<file path="config.mk">
export PLATFORM = sky130hd
export DESIGN_NAME = tilelink_slave_mem
export DESIGN_NICKNAME = d
export VERILOG_FILES = /design/src/rtl/tl_pkg.sv /design/src/rtl/tl_slave_mem_array.sv /design/src/rtl/tilelink_slave_mem.sv
export SDC_FILE = /design/constraint.sdc
export NUM_CORES = 2
export LEC_CHECK = 0
export CORE_AREA = 2 2 361 363
export CTS_CLUSTER_DIAMETER = 50
export DETAILED_ROUTE_END_ITERATION = 12
export DIE_AREA = 0 0 363 365
export PLACE_DENSITY = 0.63
export SYNTH_ARGS = -nofsm -noshare
export SYNTH_HDL_FRONTEND = slang
export SYNTH_HIERARCHICAL = 1
export SYNTH_SLANG_ARGS = --single-unit
</file>
<file path="constraint.sdc">
create_clock -name clk -period 89.3 [get_ports clk]
set_clock_uncertainty 0.15 [all_clocks]
set_input_delay 17.86 -clock clk [delete_from_list [all_inputs] [get_ports clk]]
set_output_delay 17.86 -clock clk [all_outputs]
set_load 0.02 [all_outputs]
</file>
<file path="src/rtl/tl_pkg.sv">
// Shared TileLink-UL constants: field widths, A/D opcodes and the
// responder FSM state encoding.
package tl_pkg;

    localparam int TL_ADDR_W   = 64;
    localparam int TL_DATA_W   = 64;
    localparam int TL_STRB_W   = TL_DATA_W / 8;
    localparam int TL_SOURCE_W = 3;
    localparam int TL_SINK_W   = 3;
    localparam int TL_OPCODE_W = 3;
    localparam int TL_PARAM_W  = 3;
    localparam int TL_SIZE_W   = 8;

    localparam logic [2:0] PUT_FULL_DATA_A    = 3'd0;
    localparam logic [2:0] PUT_PARTIAL_DATA_A = 3'd1;
    localparam logic [2:0] GET_A              = 3'd4;

    localparam logic [2:0] ACCESS_ACK_D      = 3'd0;
    localparam logic [2:0] ACCESS_ACK_DATA_D = 3'd1;

    typedef enum logic [1:0] {
        IDLE = 2'd0,
        WAIT = 2'd1,
        RESP = 2'd2
    } state_t;

endpackage

</file>
<file path="src/rtl/tl_slave_mem_array.sv">
// Byte-masked DEPTH x 64 register array with async clear.
// Ports: clk, rst, we (lane enables), waddr, wdata, raddr, rdata (comb).
module tl_slave_mem_array #(
    parameter int DEPTH = 16,
    parameter int DW    = 64,
    parameter int AW    = $clog2(DEPTH)
) (
    input  logic            clk,
    input  logic            rst,
    input  logic [DW/8-1:0] we,
    input  logic [AW-1:0]   waddr,
    input  logic [DW-1:0]   wdata,
    input  logic [AW-1:0]   raddr,
    output logic [DW-1:0]   rdata
);

    logic [DW-1:0] mem [DEPTH];

    always_ff @(posedge clk or posedge rst) begin
        if (rst) begin
            for (int i = 0; i < DEPTH; i++) begin
                mem[i] <= '0;
            end
        end else begin
            for (int b = 0; b < DW/8; b++) begin
                if (we[b]) begin
                    mem[waddr][8*b +: 8] <= wdata[8*b +: 8];
                end
            end
        end
    end

    assign rdata = mem[raddr];

endmodule

</file>
<file path="src/rtl/tilelink_slave_mem.sv">
// TileLink-UL responder with on-chip word memory and programmable latency.
// Ports: clk, rst, A channel (a_*) in with a_ready out, D channel (d_*) out with d_ready in.
module tilelink_slave_mem
    import tl_pkg::*;
#(
    parameter int TL_ADDR_WIDTH   = 64,
    parameter int TL_DATA_WIDTH   = 64,
    parameter int TL_STRB_WIDTH   = TL_DATA_WIDTH / 8,
    parameter int TL_SOURCE_WIDTH = 3,
    parameter int TL_SINK_WIDTH   = 3,
    parameter int TL_OPCODE_WIDTH = 3,
    parameter int TL_PARAM_WIDTH  = 3,
    parameter int TL_SIZE_WIDTH   = 8,
    parameter logic [TL_ADDR_WIDTH-1:0] BASE_ADDR = 64'h1000_0000,
    parameter int DEPTH        = 16,
    parameter int RESP_LATENCY = 2,
    parameter int SINK_ID      = 0
) (
    input  logic                       clk,
    input  logic                       rst,
    input  logic                       a_valid,
    output logic                       a_ready,
    input  logic [TL_OPCODE_WIDTH-1:0] a_opcode,
    input  logic [TL_PARAM_WIDTH-1:0]  a_param,
    input  logic [TL_ADDR_WIDTH-1:0]   a_address,
    input  logic [TL_SIZE_WIDTH-1:0]   a_size,
    input  logic [TL_STRB_WIDTH-1:0]   a_mask,
    input  logic [TL_DATA_WIDTH-1:0]   a_data,
    input  logic [TL_SOURCE_WIDTH-1:0] a_source,
    output logic                       d_valid,
    input  logic                       d_ready,
    output logic [TL_OPCODE_WIDTH-1:0] d_opcode,
    output logic [TL_PARAM_WIDTH-1:0]  d_param,
    output logic [TL_SIZE_WIDTH-1:0]   d_size,
    output logic [TL_SINK_WIDTH-1:0]   d_sink,
    output logic [TL_SOURCE_WIDTH-1:0] d_source,
    output logic [TL_DATA_WIDTH-1:0]   d_data,
    output logic                       d_error
);

    localparam int IW  = $clog2(DEPTH);
    localparam int LM1 = (RESP_LATENCY > 0) ? RESP_LATENCY - 1 : 0;
    localparam logic [3:0] LAT_M1 = 4'(LM1);

    state_t state_q, state_d;
    logic [3:0] cnt_q;

    logic [TL_ADDR_WIDTH-1:0] offset;
    logic [IW-1:0]            idx;
    logic [TL_DATA_WIDTH-1:0] rd_data;
    logic [TL_STRB_WIDTH-1:0] we;
    logic is_get, is_put, range_err, size_err, align_err, err, accept;
    logic unused;

    assign offset    = a_address - BASE_ADDR;
    assign idx       = offset[IW+2:3];
    assign is_get    = (a_opcode == GET_A);
    assign is_put    = (a_opcode == PUT_FULL_DATA_A) ||
                       (a_opcode == PUT_PARTIAL_DATA_A);
    assign range_err = (a_address < BASE_ADDR) ||
                       (offset >= TL_ADDR_WIDTH'(DEPTH * 8));
    assign size_err  = (a_size > TL_SIZE_WIDTH'(3));

    // Only sizes 0..3 are legal; larger ones already flag size_err.
    always_comb begin
        align_err = 1'b0;
        unique case (a_size[1:0])
            2'd0:    align_err = 1'b0;
            2'd1:    align_err = a_address[0];
            2'd2:    align_err = |a_address[1:0];
            default: align_err = |a_address[2:0];
        endcase
    end

    assign err    = range_err | size_err | align_err | ~(is_get | is_put);
    assign accept = a_valid & a_ready;
    assign we     = (accept && is_put && !err) ? a_mask : '0;
    assign unused = ^{a_param, offset};

    tl_slave_mem_array #(
        .DEPTH (DEPTH),
        .DW    (TL_DATA_WIDTH)
    ) u_mem (
        .clk   (clk),
        .rst   (rst),
        .we    (we),
        .waddr (idx),
        .wdata (a_data),
        .raddr (idx),
        .rdata (rd_data)
    );

    always_ff @(posedge clk or posedge rst) begin
        if (rst) begin
            state_q <= IDLE;
        end else begin
            state_q <= state_d;
        end
    end

    always_comb begin
        state_d = state_q;
        unique case (state_q)
            IDLE: begin
                if (accept) begin
                    state_d = (RESP_LATENCY > 0) ? WAIT : RESP;
                end
            end
            WAIT: begin
                if (cnt_q == 4'd0) begin
                    state_d = RESP;
                end
            end
            RESP: begin
                if (d_ready) begin
                    state_d = IDLE;
                end
            end
            default: state_d = IDLE;
        endcase
    end

    always_ff @(posedge clk or posedge rst) begin
        if (rst) begin
            cnt_q <= 4'd0;
        end else if (accept) begin
            cnt_q <= LAT_M1;
        end else if (state_q == WAIT && cnt_q != 4'd0) begin
            cnt_q <= cnt_q - 4'd1;
        end
    end

    // Response fields are captured at acceptance and held until the next one.
    always_ff @(posedge clk or posedge rst) begin
        if (rst) begin
            d_opcode <= '0;
            d_error  <= 1'b0;
            d_source <= '0;
            d_size   <= '0;
            d_data   <= '0;
        end else if (accept) begin
            d_opcode <= is_get ? ACCESS_ACK_DATA_D : ACCESS_ACK_D;
            d_error  <= err;
            d_source <= a_source;
            d_size   <= a_size;
            d_data   <= (is_get && !err) ? rd_data : '0;
        end
    end

    assign a_ready = (state_q == IDLE) && !rst;
    assign d_valid = (state_q == RESP);
    assign d_param = '0;
    assign d_sink  = TL_SINK_WIDTH'(SINK_ID);

endmodule

</file>
# ---- Yosys cells after proc, flatten, opt, wreduce, memory -nomap -nowiden
# Index checks and enable logic that the tools add are counted.
dict set report totals {
  regBits 1109
  in_bits 157
  wordCells 110
  output_inout_bits 87
}
dict set report classes {
  reduce_logical 19
  n_lt_le_gt_ge 5
  eq_ne 9
  n_addsub 2
  bitwise 7
  mux 45
}
# op n
set op_table {}
lappend op_table {{bitwise mux 1024 bit} 8}
lappend op_table {{2-to-1 mux 1024 bit} 8}
lappend op_table {{demux 64 bit (select 4 bit)} 8}
lappend op_table {{binary-select mux 64 bit (select 4 bit)} 1}
lappend op_table {{2-to-1 mux 64 bit} 4}
lappend op_table {{greater-or-equal comparator 64 x 8 -> 1 bit (second input constant)} 1}
lappend op_table {{less-than comparator 64 x 29 -> 1 bit (second input constant)} 1}
lappend op_table {{subtractor 64 x 29 -> 64 bit (second input constant)} 1}
lappend op_table {{2-to-1 mux 56 bit} 1}
lappend op_table {{2-to-1 mux 48 bit} 1}
lappend op_table {{2-to-1 mux 40 bit} 1}
lappend op_table {{2-to-1 mux 32 bit} 1}
lappend op_table {{2-to-1 mux 24 bit} 1}
lappend op_table {{2-to-1 mux 16 bit} 1}
lappend op_table {{2-to-1 mux 8 bit} 2}
lappend op_table {{> comparator 8 x 2 -> 1 bit (second input constant)} 1}
lappend op_table {{2-to-1 mux 4 bit} 2}
lappend op_table {{logical AND 1 bit} 6}
lappend op_table {{2-to-1 mux 2 bit} 3}
lappend op_table {{case mux 2 bit (3 select lines)} 1}
lappend op_table {{greater-or-equal comparator 5 bit (second input constant)} 1}
lappend op_table {{less-than comparator 5 x 1 -> 1 bit (second input constant)} 1}
lappend op_table {{inverter 4 -> 5 bit} 1}
lappend op_table {{equality test 2 x 1 -> 1 bit (second input constant)} 2}
lappend op_table {{other kinds (21)} 29}

# ---- Longest topological paths before layout
dict set report depth {
  word_depth 24
  mapped_depth 12
  mapped_depth_nobuf 9
}

# ---- By module
# Netlist, hierarchy kept.
# module instances area_each_um2 cells_per_inst seq_area_each_um2
set by_module_without_submodules {}
lappend by_module_without_submodules {tl_slave_mem_array 1 47047.6 2844 25624.6}
lappend by_module_without_submodules {tilelink_slave_mem 1 4141.5 473 2077.0}

# ---- Least setup slack after synthesis
# Ideal clock, no wire load.
dict set report synth_path {
  kind {input to output}
  startpoint {input port rst}
  endpoint {output port a_ready}
  cell_stages 1
  required_ns 71.290
  path_buffers 0
  arrival_time_ns 18.393
  setup_slack_ns 52.896
  path_cell_list {nor3_1}
}
dict set report synth_via {
  elab_chain_cells 2
}
# item line_no
set synth_rtl {}
lappend synth_rtl {{start: declaration} tilelink_slave_mem.sv:20} ;# input logic rst,
lappend synth_rtl {{zero test 1 bit} tilelink_slave_mem.sv:150} ;# assign a_ready = (state_q == IDLE) && !rst;
lappend synth_rtl {{logical AND 1 bit} tilelink_slave_mem.sv:150}
lappend synth_rtl {{end: declaration} tilelink_slave_mem.sv:22} ;# output logic a_ready,
# No other way between the ends.

# ---- Worst setup path in the final report
# Ends and elaborated chain as after synthesis.

==> metrics <==
status finished, final reports clean; CP max-delay cell clkdlybuf4s50_1; final hold viol count 0; EDFF count, synth 0; Die Area 0.1325 mm²; FF+latch count, synth 1,107; Worst Min Path Start d_size[0]; CP endpoint kind output pin; top_reg_cell synth dfrtp_1; Mapped Area 0.05119 mm²; largest net degree at the start of global routing 120; CP Data Required Time 71.29 ns; crit path launch type input pin; chip height 365 µm; Slew Viols, Final 0; Final nets 3,658; row count 132; total core area 0.1287 mm²; grt total ovfl 0; number of global-route vias before repair 31,310; P_leak 28.00 nW; Synth top area share 0.5412; fraction of layout cells with a size suffix above 1 0.4623; CTS tree built; register area share after synthesis 0.5412; Cells after Synth 3,317; Cell variety after synth 59; initial DRC count 1,769; worst reg-to-reg setup slack 84.61 ns; io pins 244; crit path cell chain clkdlybuf4s50_1, nor3_1, clkdlybuf4s50_1; WL/cell 24.51 µm; Slew Limit Headroom 0.2438; final setup fails 0; count leader, synth dfrtp_1; first-pass GRT wire length 199.3 mm; final non-filler cell total 5,271; CTS Hold Buffers Added 0; setup TNS 0 ns; antenna-violating nets left 0; Area Overhead vs Synth 15.72%; Max Buffers Root-to-Sink 3; worst flop-to-flop path startpoint state_q[0]; CTS resizes 0; vias after detailed routing 29,530; placed cells 5,041; initial antenna violation count 9; commonest cells in the netlist 1,107 x dfrtp_1, 984 x mux2_2, 256 x mux4_2, 167 x nand2_1, 129 x a22oi_1; Max IR drop VDD 0.00001707 V; syn avg cell area 15.43 µm²; cell taking the most area after synthesis dfrtp_1; Hold Crit Depth 2; Synth area leaders dfrtp_1 54%, mux2_2 22%, mux4_2 11%; drt drc 0; most frequent CP cell clkdlybuf4s50_1; RSZ-0062 raised after global routing no; placed cell area 0.05486 mm²; cells on worst reg2reg path 8; PortBufs 232; Cell Pwr Density 18.83 mW/mm²; Hold Path Sink d_size[0]; postcts setup bufs 0; Root Driver clkbuf_16; Die Wd 363 µm; Starting Density 0.3979; fin crit share 0.4211; Max-cap violations 0; Reg-to-Reg End u_mem/mem[45]; Max Clock Freq 0.02660 GHz; Placement Setup Slack 51.70 ns; H-tree depth 4; Hold Worst Slack 0.3226 ns; gpl congestion 0.7602; critical path data arrival time 19.59 ns; Crit Path Category input pin to output pin; Worst-Margin Slew 1.130 ns; DR pass1 iterations 4; Worst-Skew Late Latency 0.73 ns; crit-path max FO 3; worst min-delay path class register to register; Post-synth ARST share 1.000; final wirelength 129.2 mm; synth warn 6; Finished Cell Area 0.05924 mm²; Post-DP HPWL 79.57 mm; Tot Pwr 1.115 mW; Period minus WS final 37.60 ns; CTS buffer count 132; GRT Util Overall 0.1974; Final WS setup 51.70 ns; vias per std cell 5.603; clock sink total 1,107; CP max stage delay 0.70 ns; Clk pin slew, worst setup/hold paths 0.05 ns; post-layout util 0.4604
[final cells by class]
type	count	area, µm²
multi-input cells	1981	22400
well taps	1675	2096
clock buffers	177	3736
repair buffers	271	2628
diodes	3	7.507
inverters	7	36.28
clock inverters	50	631.9
fillers	11180	69420
flip-flops and latches	1107	27700
[registers in the layout, summed over array words and instances, names as in the netlist]
name / flops
d_data: 64
u_mem/mem: 1024
d_source: 3
cnt_q: 4
state_q: 2
d_size: 8
d_opcode: 1
d_error: 1
[how the worst max path moves through the flow]
stage               startpoint           end  slack [ns]  depth (start not counted)
finish                     rst       a_ready       51.70                          3
global route               rst       a_ready       51.64                          3
detailed placement         rst       a_ready       51.70                          3
floorplan                  rst  u_mem/mem[0]       42.47                          1
CTS                        rst       a_ready       51.70                          3
global placement           rst       a_ready       51.70                          3
[power by group]
group / switching [mW] / internal [mW]
clock network: 0.214 / 0.324
registers: 0.00221 / 0.506
logic: 0.0479 / 0.0211
[cell families after synthesis]
group	after synthesis	share of synthesized area
muxes	1282	0.3383
xor gates and xnor gates	6	0.001027
and+or+nand+nor	477	0.06802
other	1	0.00007326
DFF	1107	0.5412
AOI/OAI and AO/OA	207	0.02769
adders and majority gates	1	0.0002444
buffers and inverters	236	0.02347
[metal layers]
layer | vias up | global-route usage | routed length (µm)
met5 | - | 0 | 9
met2 | 663 | 0.3093 | 60460
li1 | 12800 | - | -
met4 | 2 | 0.05451 | 2639
met1 | 15880 | 0.2832 | 59980
met3 | 187 | 0.03434 | 6089
[cells in the final DEF (no fill, tap or decap), types with 3 or more instances in the layout]
| cell | count |
|---|---|
| clkinv_4 | 6 |
| mux2_2 | 984 |
| nand3_1 | 3 |
| nor2_2 | 19 |
| nand4_1 | 80 |
| nor2b_1 | 12 |
| nor2_4 | 60 |
| o21ai_1 | 25 |
| clkbuf_16 | 135 |
| dfrtp_1 | 1107 |
| diode_2 | 3 |
| nor2_1 | 19 |
| xnor2_1 | 4 |
| and2_1 | 3 |
| o21ai_0 | 41 |
| clkbuf_1 | 22 |
| mux2_1 | 41 |
| buf_4 | 38 |
| clkbuf_8 | 20 |
| nand3_2 | 36 |
| conb_1 | 8 |
| nand2_1 | 166 |
| inv_6 | 13 |
| nor4_1 | 11 |
| bufinv_16 | 10 |
| clkdlybuf4s50_1 | 228 |
| nor2_8 | 20 |
| clkinv_2 | 9 |
| nand3b_4 | 15 |
| mux4_2 | 256 |
| inv_1 | 5 |
| nor3_1 | 6 |
| clkinvlp_4 | 9 |
| a22oi_1 | 129 |
[worst max-delay path, delay by kind of cell]
| family | cells | cell delay [ns] |
|---|---|---|
| buffers and inverters | 2 | 1.27 |
| and+or+nand+nor | 1 | 0.45 |
Note: power is estimated with default switching activity, not from simulation.
